$ cat config.mk
export PLATFORM = sky130hd
export DESIGN_NAME = elevator_request_scheduler
export DESIGN_NICKNAME = d
export VERILOG_FILES = /design/src/rtl/elevator_pkg.sv /design/src/rtl/elevator_target_select.sv /design/src/rtl/elevator_request_scheduler.sv
export SDC_FILE = /design/constraint.sdc
export NUM_CORES = 1
export LEC_CHECK = 0
export CAP_MARGIN = 40
export CORE_MARGIN = 2
export CORE_UTILIZATION = 55
export DETAILED_ROUTE_END_ITERATION = 6
export PLACE_DENSITY = 0.79
export SLEW_MARGIN = 25
export SYNTH_ARGS = -nofsm -noshare
export SYNTH_HDL_FRONTEND = slang
export SYNTH_SLANG_ARGS = --single-unit
$ cat constraint.sdc
create_clock -name clock_i -period 2.8 [get_ports clock_i]
set_input_delay 0.56 -clock clock_i [delete_from_list [all_inputs] [get_ports clock_i]]
set_output_delay 0.56 -clock clock_i [all_outputs]
set_load 0.01 [all_outputs]
$ cat src/rtl/elevator_pkg.sv
//==============================================================================
// Module      : elevator_pkg
// Description : Shared definitions for the elevator request scheduler and the
//               floor FSM it drives. Holds the floor encoding, the controller
//               state enum and the travel-direction constants.
// Revision    : 1.0 - initial release
//==============================================================================
`default_nettype none

package elevator_pkg;

    localparam int NUM_FLOORS = 4;
    localparam int FLOOR_W    = 2;

    localparam logic [FLOOR_W-1:0] FLOOR0 = 2'd0;
    localparam logic [FLOOR_W-1:0] FLOOR1 = 2'd1;
    localparam logic [FLOOR_W-1:0] FLOOR2 = 2'd2;
    localparam logic [FLOOR_W-1:0] FLOOR3 = 2'd3;

    localparam logic DIR_UP   = 1'b1;
    localparam logic DIR_DOWN = 1'b0;

    // ST_EMERG is only reachable when the emergency option is built in.
    typedef enum logic [1:0] {
        ST_IDLE  = 2'd0,
        ST_MOVE  = 2'd1,
        ST_DWELL = 2'd2,
        ST_EMERG = 2'd3
    } state_e;

endpackage

`default_nettype wire

$ cat src/rtl/elevator_target_select.sv
//==============================================================================
// Module      : elevator_target_select
// Description : Combinational SCAN target picker. Keeps the current travel
//               direction while any request lies strictly ahead of the car;
//               otherwise reverses and takes the nearest request behind.
//               Requests at the car's own floor are never selected here.
// Ports       : pending_i    - request mask to choose from
//               floor_i      - current car floor
//               dir_up_i     - current travel direction (1 = up)
//               target_nxt_o - chosen floor (floor_i when nothing found)
//               dir_up_nxt_o - direction after the choice
//               found_o      - a request other than floor_i exists
// Revision    : 1.0 - initial release
//==============================================================================
`default_nettype none

module elevator_target_select
    import elevator_pkg::*;
(
    input  logic [NUM_FLOORS-1:0] pending_i,
    input  logic [FLOOR_W-1:0]    floor_i,
    input  logic                  dir_up_i,
    output logic [FLOOR_W-1:0]    target_nxt_o,
    output logic                  dir_up_nxt_o,
    output logic                  found_o
);

    logic                 w_found_up;
    logic                 w_found_dn;
    logic [FLOOR_W-1:0]   w_up_sel;
    logic [FLOOR_W-1:0]   w_dn_sel;

    // Descending scan above the car leaves the nearest floor above as the
    // final winner; ascending scan below leaves the nearest floor below.
    always_comb begin
        w_found_up = 1'b0;
        w_found_dn = 1'b0;
        w_up_sel   = floor_i;
        w_dn_sel   = floor_i;
        for (int i = NUM_FLOORS - 1; i >= 0; i--) begin
            if (pending_i[i] && (i > int'(floor_i))) begin
                w_found_up = 1'b1;
                w_up_sel   = FLOOR_W'(i);
            end
        end
        for (int i = 0; i < NUM_FLOORS; i++) begin
            if (pending_i[i] && (i < int'(floor_i))) begin
                w_found_dn = 1'b1;
                w_dn_sel   = FLOOR_W'(i);
            end
        end
    end

    always_comb begin
        target_nxt_o = floor_i;
        dir_up_nxt_o = dir_up_i;
        found_o      = 1'b0;
        if (dir_up_i == DIR_UP) begin
            if (w_found_up) begin
                target_nxt_o = w_up_sel;
                found_o      = 1'b1;
            end else if (w_found_dn) begin
                target_nxt_o = w_dn_sel;
                dir_up_nxt_o = DIR_DOWN;
                found_o      = 1'b1;
            end
        end else begin
            if (w_found_dn) begin
                target_nxt_o = w_dn_sel;
                found_o      = 1'b1;
            end else if (w_found_up) begin
                target_nxt_o = w_up_sel;
                dir_up_nxt_o = DIR_UP;
                found_o      = 1'b1;
            end
        end
    end

endmodule

`default_nettype wire

$ cat src/rtl/elevator_request_scheduler.sv
//==============================================================================
// Module      : elevator_request_scheduler
// Description : Latches hall/car calls, dispatches the floor FSM with a SCAN
//               policy and holds the car with the door open at each served
//               floor for DWELL_CYCLES before clearing that call.
// Option      : ELEVATOR_EMERGENCY_EN - adds emergency_i and the EMERG state
//               (car held, door shut, calls still latched, dwell frozen).
// Ports       : clock_i     - clock, rising edge
//               reset_i     - asynchronous active-high reset
//               emergency_i - emergency hold (option only)
//               call_i      - per-floor call buttons
//               floor_i     - current floor from the floor FSM
//               target_o    - target floor to the FSM
//               stop_o      - 1 = FSM must not move
//               door_open_o - door open during dwell
//               pending_o   - latched request mask (call lamps)
//               dir_up_o    - travel direction, 1 = up
// Revision    : 1.0 - initial release
//==============================================================================
`default_nettype none

module elevator_request_scheduler
    import elevator_pkg::*;
#(
    parameter int DWELL_CYCLES = 8
) (
    input  logic                  clock_i,
    input  logic                  reset_i,
`ifdef ELEVATOR_EMERGENCY_EN
    input  logic                  emergency_i,
`endif
    input  logic [NUM_FLOORS-1:0] call_i,
    input  logic [FLOOR_W-1:0]    floor_i,
    output logic [FLOOR_W-1:0]    target_o,
    output logic                  stop_o,
    output logic                  door_open_o,
    output logic [NUM_FLOORS-1:0] pending_o,
    output logic                  dir_up_o
);

    localparam int               CNT_W        = (DWELL_CYCLES > 1) ? $clog2(DWELL_CYCLES) : 1;
    localparam logic [CNT_W-1:0] c_DWELL_LAST = CNT_W'(DWELL_CYCLES - 1);

    state_e                 state_q,   state_d;
    logic [NUM_FLOORS-1:0]  pending_q, pending_d;
    logic [FLOOR_W-1:0]     target_q,  target_d;
    logic                   stop_q,    stop_d;
    logic                   door_q,    door_d;
    logic                   dir_up_q,  dir_up_d;
    logic [CNT_W-1:0]       cnt_q,     cnt_d;

    logic [NUM_FLOORS-1:0]  w_sel_pending;
    logic [NUM_FLOORS-1:0]  w_call_eff;
    logic [FLOOR_W-1:0]     w_tgt_nxt;
    logic                   w_dir_nxt;
    logic                   w_found;

    // While travelling, calls arriving this cycle are folded into the choice
    // so a floor appearing just ahead of the car can still be stopped at;
    // waiting for the latch would let the FSM step past it. IDLE dispatch
    // works from the latched mask only.
    assign w_sel_pending = (state_q == ST_MOVE) ? (pending_q | call_i) : pending_q;

    elevator_target_select u_target_select (
        .pending_i    (w_sel_pending),
        .floor_i      (floor_i),
        .dir_up_i     (dir_up_q),
        .target_nxt_o (w_tgt_nxt),
        .dir_up_nxt_o (w_dir_nxt),
        .found_o      (w_found)
    );

    always_comb begin
        state_d   = state_q;
        target_d  = target_q;
        stop_d    = stop_q;
        door_d    = door_q;
        dir_up_d  = dir_up_q;
        cnt_d     = cnt_q;

        // A press at the floor being served only re-opens the door.
        w_call_eff = call_i;
        if (state_q == ST_DWELL) begin
            w_call_eff[floor_i] = 1'b0;
        end
        pending_d = pending_q | w_call_eff;

        case (state_q)
            ST_IDLE: begin
                stop_d = 1'b1;
                door_d = 1'b0;
                if (pending_q[floor_i]) begin
                    state_d  = ST_DWELL;
                    door_d   = 1'b1;
                    cnt_d    = c_DWELL_LAST;
                    target_d = floor_i;
                end else if (w_found) begin
                    state_d  = ST_MOVE;
                    stop_d   = 1'b0;
                    target_d = w_tgt_nxt;
                    dir_up_d = w_dir_nxt;
                end
            end

            ST_MOVE: begin
                if (floor_i == target_q) begin
                    state_d = ST_DWELL;
                    stop_d  = 1'b1;
                    door_d  = 1'b1;
                    cnt_d   = c_DWELL_LAST;
                end else begin
                    stop_d = 1'b0;
                    if (w_found) begin
                        target_d = w_tgt_nxt;
                        dir_up_d = w_dir_nxt;
                    end
                end
            end

            ST_DWELL: begin
                stop_d = 1'b1;
                door_d = 1'b1;
                if (call_i[floor_i]) begin
                    cnt_d = c_DWELL_LAST;
                end else if (cnt_q == '0) begin
                    pending_d[floor_i] = 1'b0;
                    state_d            = ST_IDLE;
                    door_d             = 1'b0;
                end else begin
                    cnt_d = cnt_q - 1'b1;
                end
            end

`ifdef ELEVATOR_EMERGENCY_EN
            ST_EMERG: begin
                stop_d = 1'b1;
                door_d = 1'b0;
                if (!emergency_i) begin
                    state_d = ST_IDLE;
                end
            end
`endif

            default: begin
                state_d = ST_IDLE;
                stop_d  = 1'b1;
                door_d  = 1'b0;
            end
        endcase

`ifdef ELEVATOR_EMERGENCY_EN
        // Emergency overrides everything: requests keep accumulating but
        // none is cleared, and the dwell count is held where it was.
        if (emergency_i) begin
            state_d   = ST_EMERG;
            stop_d    = 1'b1;
            door_d    = 1'b0;
            target_d  = target_q;
            dir_up_d  = dir_up_q;
            cnt_d     = cnt_q;
            pending_d = pending_q | call_i;
        end
`endif
    end

    always_ff @(posedge clock_i or posedge reset_i) begin
        if (reset_i) begin
            state_q   <= ST_IDLE;
            pending_q <= '0;
            target_q  <= FLOOR0;
            stop_q    <= 1'b1;
            door_q    <= 1'b0;
            dir_up_q  <= DIR_UP;
            cnt_q     <= '0;
        end else begin
            state_q   <= state_d;
            pending_q <= pending_d;
            target_q  <= target_d;
            stop_q    <= stop_d;
            door_q    <= door_d;
            dir_up_q  <= dir_up_d;
            cnt_q     <= cnt_d;
        end
    end

    assign target_o    = target_q;
    assign stop_o      = stop_q;
    assign door_open_o = door_q;
    assign pending_o   = pending_q;
    assign dir_up_o    = dir_up_q;

endmodule

`default_nettype wire

==> flow_metrics.env <==
export IMPL_post_cts_resize_count=0
export IMPL_setup_worst_path_end_class="flip-flop"
export IMPL_effective_utilization_at_floorplan_pct=59.15
export IMPL_critical_path_arrival_ns=2.53
export IMPL_leakagePower_nw=0.5573
export IMPL_pwr_density_cell_nw_per_um2=560.7
export IMPL_setup_viol=0
export IMPL_reg2reg_to="state_q[0]"
export IMPL_fill_cells=153
export IMPL_grt_max_degree=17
export IMPL_io_buffer_count=16
export IMPL_timing_hold_violations_final=0
export IMPL_post_cts_buffers=0
export IMPL_grt_total_usage_pct=24.63
export IMPL_share_of_cells_above_drive_strength_1_pct=13.53
export IMPL_insertion_delay_ns=0.28
export IMPL_layoutNonFillerInstCount=158
export IMPL_synth_cells=116
export IMPL_critical_path_endpoint="pending_o[1]"
export IMPL_ff2ff_setup_slack_ns=0.72
export IMPL_setup_repair_after_global_routing_missed_its_margin="no"
export IMPL_clock_root_buffer="sky130_fd_sc_hd__clkbuf_4"
export IMPL_synth_fp_nets=126
export IMPL_cap_violations=0
export IMPL_fin_crit_period_ns=2.363
export IMPL_die_height_um=47.56
export IMPL_io_pins=17
export IMPL_crit_path_max_fanout=5
export IMPL_first_pass_iters=4
export IMPL_wire_length_of_the_first_global_routing_pass_um=3864
export IMPL_critical_path_required_ns=2.96
export IMPL_fmax_mhz=423.1
export IMPL_synth_edf_count=0
export IMPL_count_of_antenna_diodes_in_the_layout=0
export IMPL_cts_root_to_sink_buffers=2
export IMPL_num_vias=977
export IMPL_timing_slew_headroom_pct=62.11
export IMPL_synth_common_cells="12 x sky130_fd_sc_hd__dfrtp_1, 12 x sky130_fd_sc_hd__nand2_1, 11 x sky130_fd_sc_hd__nor2_1"
export IMPL_startpoint_class="input pin"
export IMPL_synth_top_area_cell="sky130_fd_sc_hd__dfrtp_1"
export IMPL_dieArea_um2=2261
export IMPL_timing_critical_path_from="floor_i[0]"
export IMPL_fin_crit_sh_pct=84.41
export IMPL_ys_seq_elements=14
export IMPL_floorplan_rows=15
export IMPL_cts_hold_buf=0
export IMPL_overflow=0
export IMPL_cts_sinks=14
export IMPL_finalWeightedCongestion=0.8313
export IMPL_detail_route_drc_violations=0
export IMPL_final_critical_path_setup_slack_ns=0.4366
export IMPL_place_detailed_hpwl_um=1782
export IMPL_synth_seq_area_share_pct=33.81
export IMPL_asyncSetResetFlopFracSynth_pct=100.0
export IMPL_syn_to_final_growth_pct=19.54
export IMPL_avgRoutedWirePerCell_um=15.29
export IMPL_number_of_distinct_library_cells_after_synthesis=48
export IMPL_final_core_utilization_pct=70.71
export IMPL_outcome="finished clean"
export IMPL_synth_area_leaders="sky130_fd_sc_hd__dfrtp_1 29%, sky130_fd_sc_hd__dfstp_2 5.0%, sky130_fd_sc_hd__o21ai_0 4.3%"
export IMPL_grt_antenna_before_repair=0
export IMPL_detail_route_antenna_nets=0
export IMPL_clkSlewWorstSetupHoldPaths_ns=0.09
export IMPL_fin_nets=144
export IMPL_timing_setup_critical_path_class="input pin to flip-flop"
export IMPL_cts_buffers=3
export IMPL_r2r_worst_path_cells=5
export IMPL_synth_warning_count=0
export IMPL_finalWirelength_um=2416
export IMPL_netlist_area_um2=1044
export IMPL_htreeDepth=1
export IMPL_drtIter0Drc=19
export IMPL_min_delay_path_class="flip-flop to flip-flop"
export IMPL_report_final_slew_viol_count=0
export IMPL_worst_clock_skew_ns=0.002874
export IMPL_grt_pass1_vias=895
export IMPL_route_detailed_vias_per_inst=6.184
export IMPL_preCtsSetupSlack_ns=0.1370
export IMPL_synth_top_cell_area_share_pct=28.78
export IMPL_final_sum_of_negative_setup_slack_ns=0
export IMPL_die_w_um=47.56
export IMPL_syn_area_per_cell_um2=8.996
export IMPL_tritoncts="built"
export IMPL_synth_main_ff_cell="sky130_fd_sc_hd__dfrtp_1"
export IMPL_dp_cells=154
export IMPL_worst_margin_slew_ns=0.5677
export IMPL_reg2reg_from="state_q[1]"
export IMPL_total_power_mw=0.6995
export IMPL_core_area_um2=1764
export IMPL_vdd_drop_max_mv=0.4390
stage by stage:
stage	hold WS [ns]	instance area (um2)
final	0.5217	1247
after global routing	0.5538	1247
after CTS	0.5228	1247
after detailed placement	0.4979	1211
after global placement	0.4998	1211
after floorplan	0.4478	1044
power breakdown:
group          switching, mW  total [mW]  internal [mW]
logic                  0.130       0.264          0.134
registers             0.0467       0.288          0.241
clock network         0.0683       0.147         0.0792
total                  0.245       0.699          0.455
area by class of cell:
class	instances	area (um2)	area share (%)
multi-input cells	90	621.8	49.85
clock buffers	4	36.28	2.909
repair buffers	19	182.7	14.64
well taps	25	31.28	2.508
flip-flops and latches	14	352.8	28.28
inverters	6	22.52	1.805
state kept, by name (all words and copies together) (netlist names):
signal,flops
cnt_q,3
door_open_o,1
target_o,2
stop_o,1
pending_o,4
state_q,2
dir_up_o,1
critical path, cell delays in order:
cell and delay [ns]:
sky130_fd_sc_hd__clkdlybuf4s50_1 0.50, sky130_fd_sc_hd__mux4_2 0.52, sky130_fd_sc_hd__or3b_1 0.43, sky130_fd_sc_hd__buf_4 0.18, sky130_fd_sc_hd__o41ai_1 0.21, sky130_fd_sc_hd__o21ai_1 0.11
logic make-up (layout without fill, tap and decap cells):
| family | after synthesis | after routing | synth area share (%) |
|---|---|---|---|
| adder cells (fa/ha/maj) | 2 | 2 | 2.398 |
| multiplexers | 5 | 5 | 8.153 |
| buffers and inverters | 12 | 29 | 6.594 |
| AND/OR/NAND/NOR | 39 | 39 | 18.95 |
| XOR/XNOR | 2 | 2 | 1.679 |
| AO/OA/AOI/OAI | 42 | 42 | 28.42 |
| flip-flops | 14 | 14 | 33.81 |
worst min-delay path by stage:
stage                        start  endpoint  slack, ns  cells past startpoint
after floorplan            reset_i  cnt_q[0]       0.45                      1
after global placement    cnt_q[1]  cnt_q[1]       0.50                      1
after detailed placement  cnt_q[1]  cnt_q[1]       0.50                      1
after CTS                 cnt_q[1]  cnt_q[1]       0.52                      1
after global routing      cnt_q[1]  cnt_q[1]       0.55                      1
final                     cnt_q[1]  cnt_q[1]       0.52                      1
metal layers:
metal | track usage [%] | share of wire [%] | up-vias | wire length [um]
met5 | 0 | 0 | - | 0
met4 | 13.51 | 2.2 | 0 | 54
met3 | 4.528 | 5.5 | 6 | 134
met2 | 37.84 | 45 | 36 | 1077
met1 | 32.79 | 48 | 466 | 1149
li1 | - | - | 469 | -
placed cells by master, fill, tap and decap left out, types with 2 or more instances in the layout:
cell	instances
sky130_fd_sc_hd__clkdlybuf4s50_1	16
sky130_fd_sc_hd__nand2_1	12
sky130_fd_sc_hd__dfrtp_1	12
sky130_fd_sc_hd__nor2_1	11
sky130_fd_sc_hd__o21ai_0	9
sky130_fd_sc_hd__a21oi_1	7
sky130_fd_sc_hd__inv_1	6
sky130_fd_sc_hd__a31oi_1	4
sky130_fd_sc_hd__nand3_1	3
sky130_fd_sc_hd__and3b_1	3
sky130_fd_sc_hd__o211ai_1	3
sky130_fd_sc_hd__clkbuf_4	3
sky130_fd_sc_hd__buf_4	3
sky130_fd_sc_hd__xnor2_1	2
sky130_fd_sc_hd__nor3_1	2
sky130_fd_sc_hd__a21o_1	2
sky130_fd_sc_hd__o31ai_1	2
sky130_fd_sc_hd__o41ai_1	2
sky130_fd_sc_hd__ha_1	2
sky130_fd_sc_hd__dfstp_2	2
(Power assumes the default switching activity.)
